[src/rtl/rtype_control_sequencer.sv]
// Control-step sequencer for fetch plus register-register execute (T0-T6).
// Strobes are a Moore decode of the registered step and the instruction word.
module rtype_control_sequencer #(
  parameter int unsigned         NUM_REGS    = 16,
  parameter int unsigned         OPCODE_W    = 5,
  parameter logic [OPCODE_W-1:0] MUL_OPCODE  = 5'b01111,
  parameter logic [OPCODE_W-1:0] DIV_OPCODE  = 5'b10000,
  parameter int unsigned         MEM_TIMEOUT = 8
) (
  input  logic                clock,
  input  logic                clear,
  input  logic                start,
  input  logic                run,
  input  logic                mem_ready,
  input  logic [31:0]         ir,
  output logic                PCout,
  output logic                MARin,
  output logic                IncPC,
  output logic                Zin,
  output logic                Zlowout,
  output logic                Zhighout,
  output logic                PCin,
  output logic                Read,
  output logic                MDRin,
  output logic                MDRout,
  output logic                IRin,
  output logic                Yin,
  output logic                HIin,
  output logic                LOin,
  output logic [NUM_REGS-1:0] Rout,
  output logic [NUM_REGS-1:0] Rin,
  output logic [OPCODE_W-1:0] alu_op,
  output logic [2:0]          step,
  output logic                busy,
  output logic                done,
  output logic                fault,
  output logic                reg_fault
);

  localparam int unsigned CNT_W = (MEM_TIMEOUT > 1) ? $clog2(MEM_TIMEOUT) : 1;
  localparam logic [CNT_W-1:0] WAIT_LAST = CNT_W'(MEM_TIMEOUT - 1);

  typedef enum logic [3:0] {
    S_IDLE, S_T0, S_T1, S_T2, S_T3, S_T4, S_T5, S_T6, S_FAULT
  } state_e;

  state_e            state_q, state_d;
  logic [CNT_W-1:0]  wait_q, wait_d;

  logic [OPCODE_W-1:0] opcode;
  logic [3:0]          ra, rb, rc;
  logic                is_md;
  logic                unused_ir_bits;

  assign opcode         = ir[31 -: OPCODE_W];
  assign ra             = ir[26:23];
  assign rb             = ir[22:19];
  assign rc             = ir[18:15];
  assign is_md          = (opcode == MUL_OPCODE) || (opcode == DIV_OPCODE);
  assign unused_ir_bits = ^ir[14:0];

  // Indices at or above NUM_REGS select nothing rather than aliasing a register.
  function automatic logic [NUM_REGS-1:0] onehot(input logic [3:0] idx);
    onehot = '0;
    for (int i = 0; i < NUM_REGS; i++) begin
      if (idx == 4'(i)) onehot[i] = 1'b1;
    end
  endfunction

  function automatic logic in_range(input logic [3:0] idx);
    return {1'b0, idx} < 5'(NUM_REGS);
  endfunction

  always_comb begin
    // NOTE: every variable gets a default before the case so no latch is inferred.
    state_d = state_q;
    wait_d  = wait_q;
    unique case (state_q)
      S_IDLE:  if (start) state_d = S_T0;
      S_T0:    state_d = S_T1;
      S_T1: begin
        // mem_ready is tested first so it wins on the timeout cycle.
        if (mem_ready)                state_d = S_T2;
        else if (wait_q == WAIT_LAST) state_d = S_FAULT;
        else                          wait_d  = wait_q + CNT_W'(1);
      end
      S_T2:    state_d = S_T3;
      S_T3:    state_d = S_T4;
      S_T4:    state_d = S_T5;
      S_T5:    state_d = is_md ? S_T6 : (run ? S_T0 : S_IDLE);
      S_T6:    state_d = run ? S_T0 : S_IDLE;
      S_FAULT: state_d = S_FAULT;
      default: state_d = S_IDLE;
    endcase
    if (state_d == S_T0) wait_d = '0;
  end

  always_ff @(posedge clock or negedge clear) begin
    if (!clear) begin
      state_q <= S_IDLE;
      wait_q  <= '0;
    end else begin
      // NOTE: sequential state uses non-blocking assignment so every flop samples pre-edge values.
      state_q <= state_d;
      wait_q  <= wait_d;
    end
  end

  always_comb begin
    {PCout, MARin, IncPC, Zin, Zlowout, Zhighout, PCin,
     Read, MDRin, MDRout, IRin, Yin, HIin, LOin} = 14'b0;
    Rout      = '0;
    Rin       = '0;
    alu_op    = '0;
    step      = 3'd0;
    busy      = 1'b0;
    done      = 1'b0;
    fault     = 1'b0;
    reg_fault = 1'b0;
    unique case (state_q)
      S_T0: begin
        PCout = 1'b1; MARin = 1'b1; IncPC = 1'b1; Zin = 1'b1;
        step  = 3'd0; busy  = 1'b1;
      end
      S_T1: begin
        Zlowout = 1'b1; PCin = 1'b1; Read = 1'b1; MDRin = 1'b1;
        step    = 3'd1; busy = 1'b1;
      end
      S_T2: begin
        MDRout = 1'b1; IRin = 1'b1;
        step   = 3'd2; busy = 1'b1;
      end
      S_T3: begin
        Rout      = onehot(rb);
        Yin       = 1'b1;
        reg_fault = !in_range(rb);
        step      = 3'd3; busy = 1'b1;
      end
      S_T4: begin
        Rout      = onehot(rc);
        Zin       = 1'b1;
        alu_op    = opcode;
        reg_fault = !in_range(rc);
        step      = 3'd4; busy = 1'b1;
      end
      S_T5: begin
        Zlowout = 1'b1;
        step    = 3'd5; busy = 1'b1;
        if (is_md) begin
          LOin = 1'b1;
        end else begin
          Rin       = onehot(ra);
          done      = 1'b1;
          reg_fault = !in_range(ra);
        end
      end
      S_T6: begin
        Zhighout = 1'b1; HIin = 1'b1; done = 1'b1;
        step     = 3'd6; busy = 1'b1;
      end
      S_FAULT: fault = 1'b1;
      default: ;
    endcase
  end

endmodule
[config.mk]
export PLATFORM = sky130hd
export DESIGN_NAME = rtype_control_sequencer
export DESIGN_NICKNAME = d
export VERILOG_FILES = /design/src/rtl/rtype_control_sequencer.sv
export SDC_FILE = /design/constraint.sdc
export NUM_CORES = 1
export LEC_CHECK = 0
export CORE_UTILIZATION = 33
export CTS_BUF_LIST = sky130_fd_sc_hd__clkbuf_2
export DETAILED_ROUTE_END_ITERATION = 12
export GPL_ROUTABILITY_DRIVEN = 0
export PLACE_DENSITY = 0.82
export SLEW_MARGIN = 10
export SYNTH_ARGS = -nofsm -noshare
export SYNTH_HDL_FRONTEND = slang
export SYNTH_SLANG_ARGS = --single-unit
[constraint.sdc]
create_clock -name clock -period 2.4 [get_ports clock]
set_input_delay 0.36 -clock clock [delete_from_list [all_inputs] [get_ports clock]]
set_output_delay 0.36 -clock clock [all_outputs]
set_load 0.01 [all_outputs]
== Word level (Yosys, flattened, before mapping) ==
Cells that the tools add are included.
Word-level totals
  word-level logic and storage cells: 148
  input bits: 37
  register bits: 7
  output and inout bits: 58
Cells by class
  reductions and logical operators: 10
  muxes and demuxes: 76
  equality and inequality tests: 59
  add/sub/neg operators: 1
Operator list (count)
  equality test 4 bit, second input constant: 25
  equality test 4 x 3 -> 1 bit, second input constant: 16
  2-to-1 mux 1 bit: 61
  one-hot mux 4 bit (9 select lines): 1
  equality test 4 x 2 -> 1 bit, second input constant: 8
  2-to-1 mux 16 bit: 2
  one-hot mux 16 bit (2 select lines): 1
  equality test 4 x 1 -> 1 bit, second input constant: 5
  one-hot mux 3 bit (6 select lines): 1
  zero test 4 bit: 4
  2-to-1 mux 4 bit: 4
  2-to-1 mux 3 bit: 4
  OR reduction 7 bit: 1
  equality test 5 x 4 -> 1 bit, second input constant: 1
  equality test 5 bit, second input constant: 1
  2-to-1 mux 5 bit: 1
  inequality test 2 x 1 -> 1 bit, second input constant: 2
  OR reduction 2 bit: 2
  adder 3 x 1 -> 3 bit, second input constant: 1
  equality test 3 bit, second input constant: 1
  AND reduction 3 bit: 1
  one-hot mux 1 bit (2 select lines): 1
  nonzero test 2 bit: 1
  logical OR 1 bit: 1

== Longest topological paths before layout ==
  depth after elaboration: 7
  gate-level depth with buffers: 5
  gate-level depth less buffers: 5

== Worst setup path before layout ==
No wires, ideal clock.
  path type: reg2out
  start point: reg state_q[3]
  end point: out Rout[12]
  path buffers: 2
  data required time: 2.040 ns
  arrival: 1.699 ns
  stages on the path, launching flop included: 6
  setup slack: 0.341 ns
  path through: dfrtp_1 -> buf_4 -> and4bb_2 -> buf_2 -> mux2_2 -> nor3_1
On the way
  longest elaborated chain between the ends: 2
  elaborated cells between the ends (all ways): 3
  those cells by class: 2 x eq/ne; 1 x mux
RTL lines
  from (decl): line 47  | state_e state_q, state_d;
  from (signal assigned): line 104  | state_q <= state_d;
  equality test 4 x 3 -> 1 bit: line 120  | unique case (state_q)
  one-hot mux 16 bit (2 select lines) *: line 120
  to (decl): line 30  | output logic [NUM_REGS-1:0] Rout,
Every way passes the cells marked *; elsewhere a longest branch is shown, timed or not.

== Worst setup path after layout ==
  start point: reg state_q[3]
  end point: out Rout[14]
Same word-level chain as after synthesis.

==> results.yml <==
status:
  status: "finished, final reports clean"
floorplanning:
  core_mm2: 0.00313
  fp.dieW_um: 60.2
  placementRows: 20
  die_area_mm2: 0.00362
  die_h_um: 60.2
  start_util_pct: 35.7
  num_io_pins: 95
placement:
  place_ws_ns: -0.166
  placed_cell_area_mm2: 0.00203
  place_hpwl_um: 2870
  dp_cells: 279
  port_buffers: 78
layout:
  fin_cells: 289
  fillers: 253
  drive_gt1_share_pct: 21.6
  diodes: 0
  register_area_um2: 175
  syn2layout_area_growth_pct: 97.1
  multiInputGateArea_um2: 908
  final_core_util_pct: 70.4
  fin_area_mm2: 0.00220
  final_nets: 285
flow_run:
  cap_viol_max_count: 0
route:
  drcViolationCount: 0
  vias: 1509
  routed_wl_um: 3930
  drt_iter0_drc: 70
  wl_per_cell_um: 13.6
  dr.pass1.iters: 4
  ant_nets: 0
  avgViaCountPerCell: 5.22
sta:
  hold_viol_final: 0
  skew_ns: 0.0113
  setup_viol: 0
  min_period_ns: 2.35
  fin_crit_sh_pct: 97.9
  hold_slack_ns: 0.373
  finalSetupTns_ns: 0
  max_freq_mhz: 425
  final.setup.worst_slack_ns: 0.0495
  rsz0062_at_grt: "true"
  final-max-slew-violation-count: 0
setup_path:
  required_ns: 2.04
  path_delay_family: "simple AND/OR/NAND/NOR gates"
  worst_path_max_delay_cell: "dfrtp_1"
  cp-start-kind: "flip-flop"
  critical_path.max_fanout: 4
  worst_setup_path_end_kind: "primary output"
  reg2reg_slack_ns: 0.59
  max_stage_delay_ns: 0.41
  path_buf_inv: 2
  arrival_ns: 1.99
  timing.rr.end: "wait_q[1]"
  worstPathCellList: "and4bb_4 -> buf_4 -> mux2_2 -> nor3_1 -> clkdlybuf4s15_1"
  critPathKind: "flip-flop to primary output"
  ff2ff_path_depth: 4
  worstReg2RegStart: "state_q[1]"
synthesis:
  synth_most_common_cell: "nor3_1"
  synth_cell_types: 40
  syn_nets: 192
  synthFlopType: "dfrtp_1"
  synthArstFlopShare_pct: 100
  synth-seq-area-share_pct: 15.7
  yosys.area.top_type: "dfrtp_1"
  syn_inst: 153
  synth_top_area_share_pct: 15.7
  syn_area_mm2: 0.00112
  synth-edff-count: 0
  ys.warnings.count: 0
  synth.area.top_cells: "dfrtp_1, nor3_1, nor4_1, mux2i_1, buf_4"
  synth_commonest_cells: "nor3_1, nor4_1, nor2_1, buf_4"
  synth.avg_cell_area_um2: 7.30
  synth_seq_cells: 7
grt:
  grt_use_total_pct: 21.5
  antenna_found_initial: 0
  grt_overflow: 0
  grt_pass1_vias: 1381
  grt_pass1_wl_um: 6090
  grt_max_degree: 18
power_and_ir_drop:
  p_leak_nw: 1.19
  peakVddDrop_mv: 0.617
  powerDensity_mw_per_mm2: 634
  p_total_mw: 1.40
cts:
  clock_latency_ns: 0.24
  path_clk_slew_ns: 0.08
  cts_buffers: 3
  cts_tree: "done"
  cts-htree-levels: 1
  cts-root-buf: "clkbuf_2"
  cts_sinks: 7
  cts_buffer_depth: 2
hold_path:
  min_path_type: "input pin to asynchronous set/reset pin"
==> cell type report <==
type                            instances  share of cell area (%)
Tap cell                               44                    2.50
Timing Repair Buffer                  107                    46.9
Clock buffer                            4                   0.909
Sequential cell                         7                    7.95
Inverter                                3                   0.511
Multi-Input combinational cell        124                    41.3
==> how the worst max path moves through the flow <==
stage	start	endpoint	slack, ns	cells after the start
after floorplan	state_q[3]	Rout[12]	0.34	5
after global placement	ir[28]	Rin[13]	-0.18	6
after detailed placement	ir[28]	Rin[13]	-0.17	6
after CTS	ir[27]	Rin[15]	-0.12	6
after global routing	state_q[3]	Rout[14]	-0.03	5
final	state_q[3]	Rout[14]	0.05	5
==> cells in the final DEF, fill, tap and decap left out, types with 3 or more instances in the layout <==
cell             Yosys  routed
buf_4                8      27
nor2_1              12      12
nand2b_1             6       6
a22oi_1              3       3
nand2_1              7       7
and2_1               6       6
o21ai_0              3       3
a21oi_1              3       3
clkdlybuf4s50_1      0      39
nor4_1              14      14
nor4b_1              4       4
dfrtp_1              7       7
nand3_1              4       3
clkbuf_2             0       5
clkdlybuf4s15_1      0       5
inv_1                3       3
dlymetal6s2s_1       0      16
nor3_1              21      19
mux2_2               3       3
dlygate4sd2_1        0      17
nor2b_1              7       7
mux2i_4              0       4
==> registers in the layout, summed over array words and instances (netlist names) <==
name     count
state_q      4
wait_q       3
==> worst register-to-register path, stage by stage, from the launching register on <==
cell and delay (ns):
dfrtp_1 0.39, buf_4 0.19, or4b_2 0.67, a21oi_1 0.30, a22oi_1 0.14
==> repair_timing <==
item / 4_1_cts / 5_1_grt
setup buffers: 4 / 2
hold buffers: 0 / 0
endpoints found under the hold margin: 0 / 0
cloned: 0 / 0
pin swaps: 3 / 1
gates resized for setup: 33 / 30
endpoints found under the setup margin: 36 / 34
==> logic make-up (layout without fill, tap and decap cells) <==
logic type,count (synthesis),in the layout,share of synthesized area [%]
compound gates,18,18,12.3
mux,9,9,8.40
buf+inv,22,114,11.1
flops,7,7,15.7
other cells,1,1,0.336
simple gates,94,94,49.9
fa+ha+maj,2,2,2.24
==> per-layer routing <==
layer,part of all wire [%],global-route usage (%),vias to the layer above
met4,0.38,3.32,0
met5,0,0,-
met2,47,38.3,74
li1,-,-,752
met3,9.0,4.11,2
met1,44,26.9,681
==> report_power, final <==
part,internal (mW),switching (mW)
registers,0.158,0.0349
logic,0.600,0.513
clock network,0.0443,0.0458
Note: power is estimated with default switching activity, not from simulation.
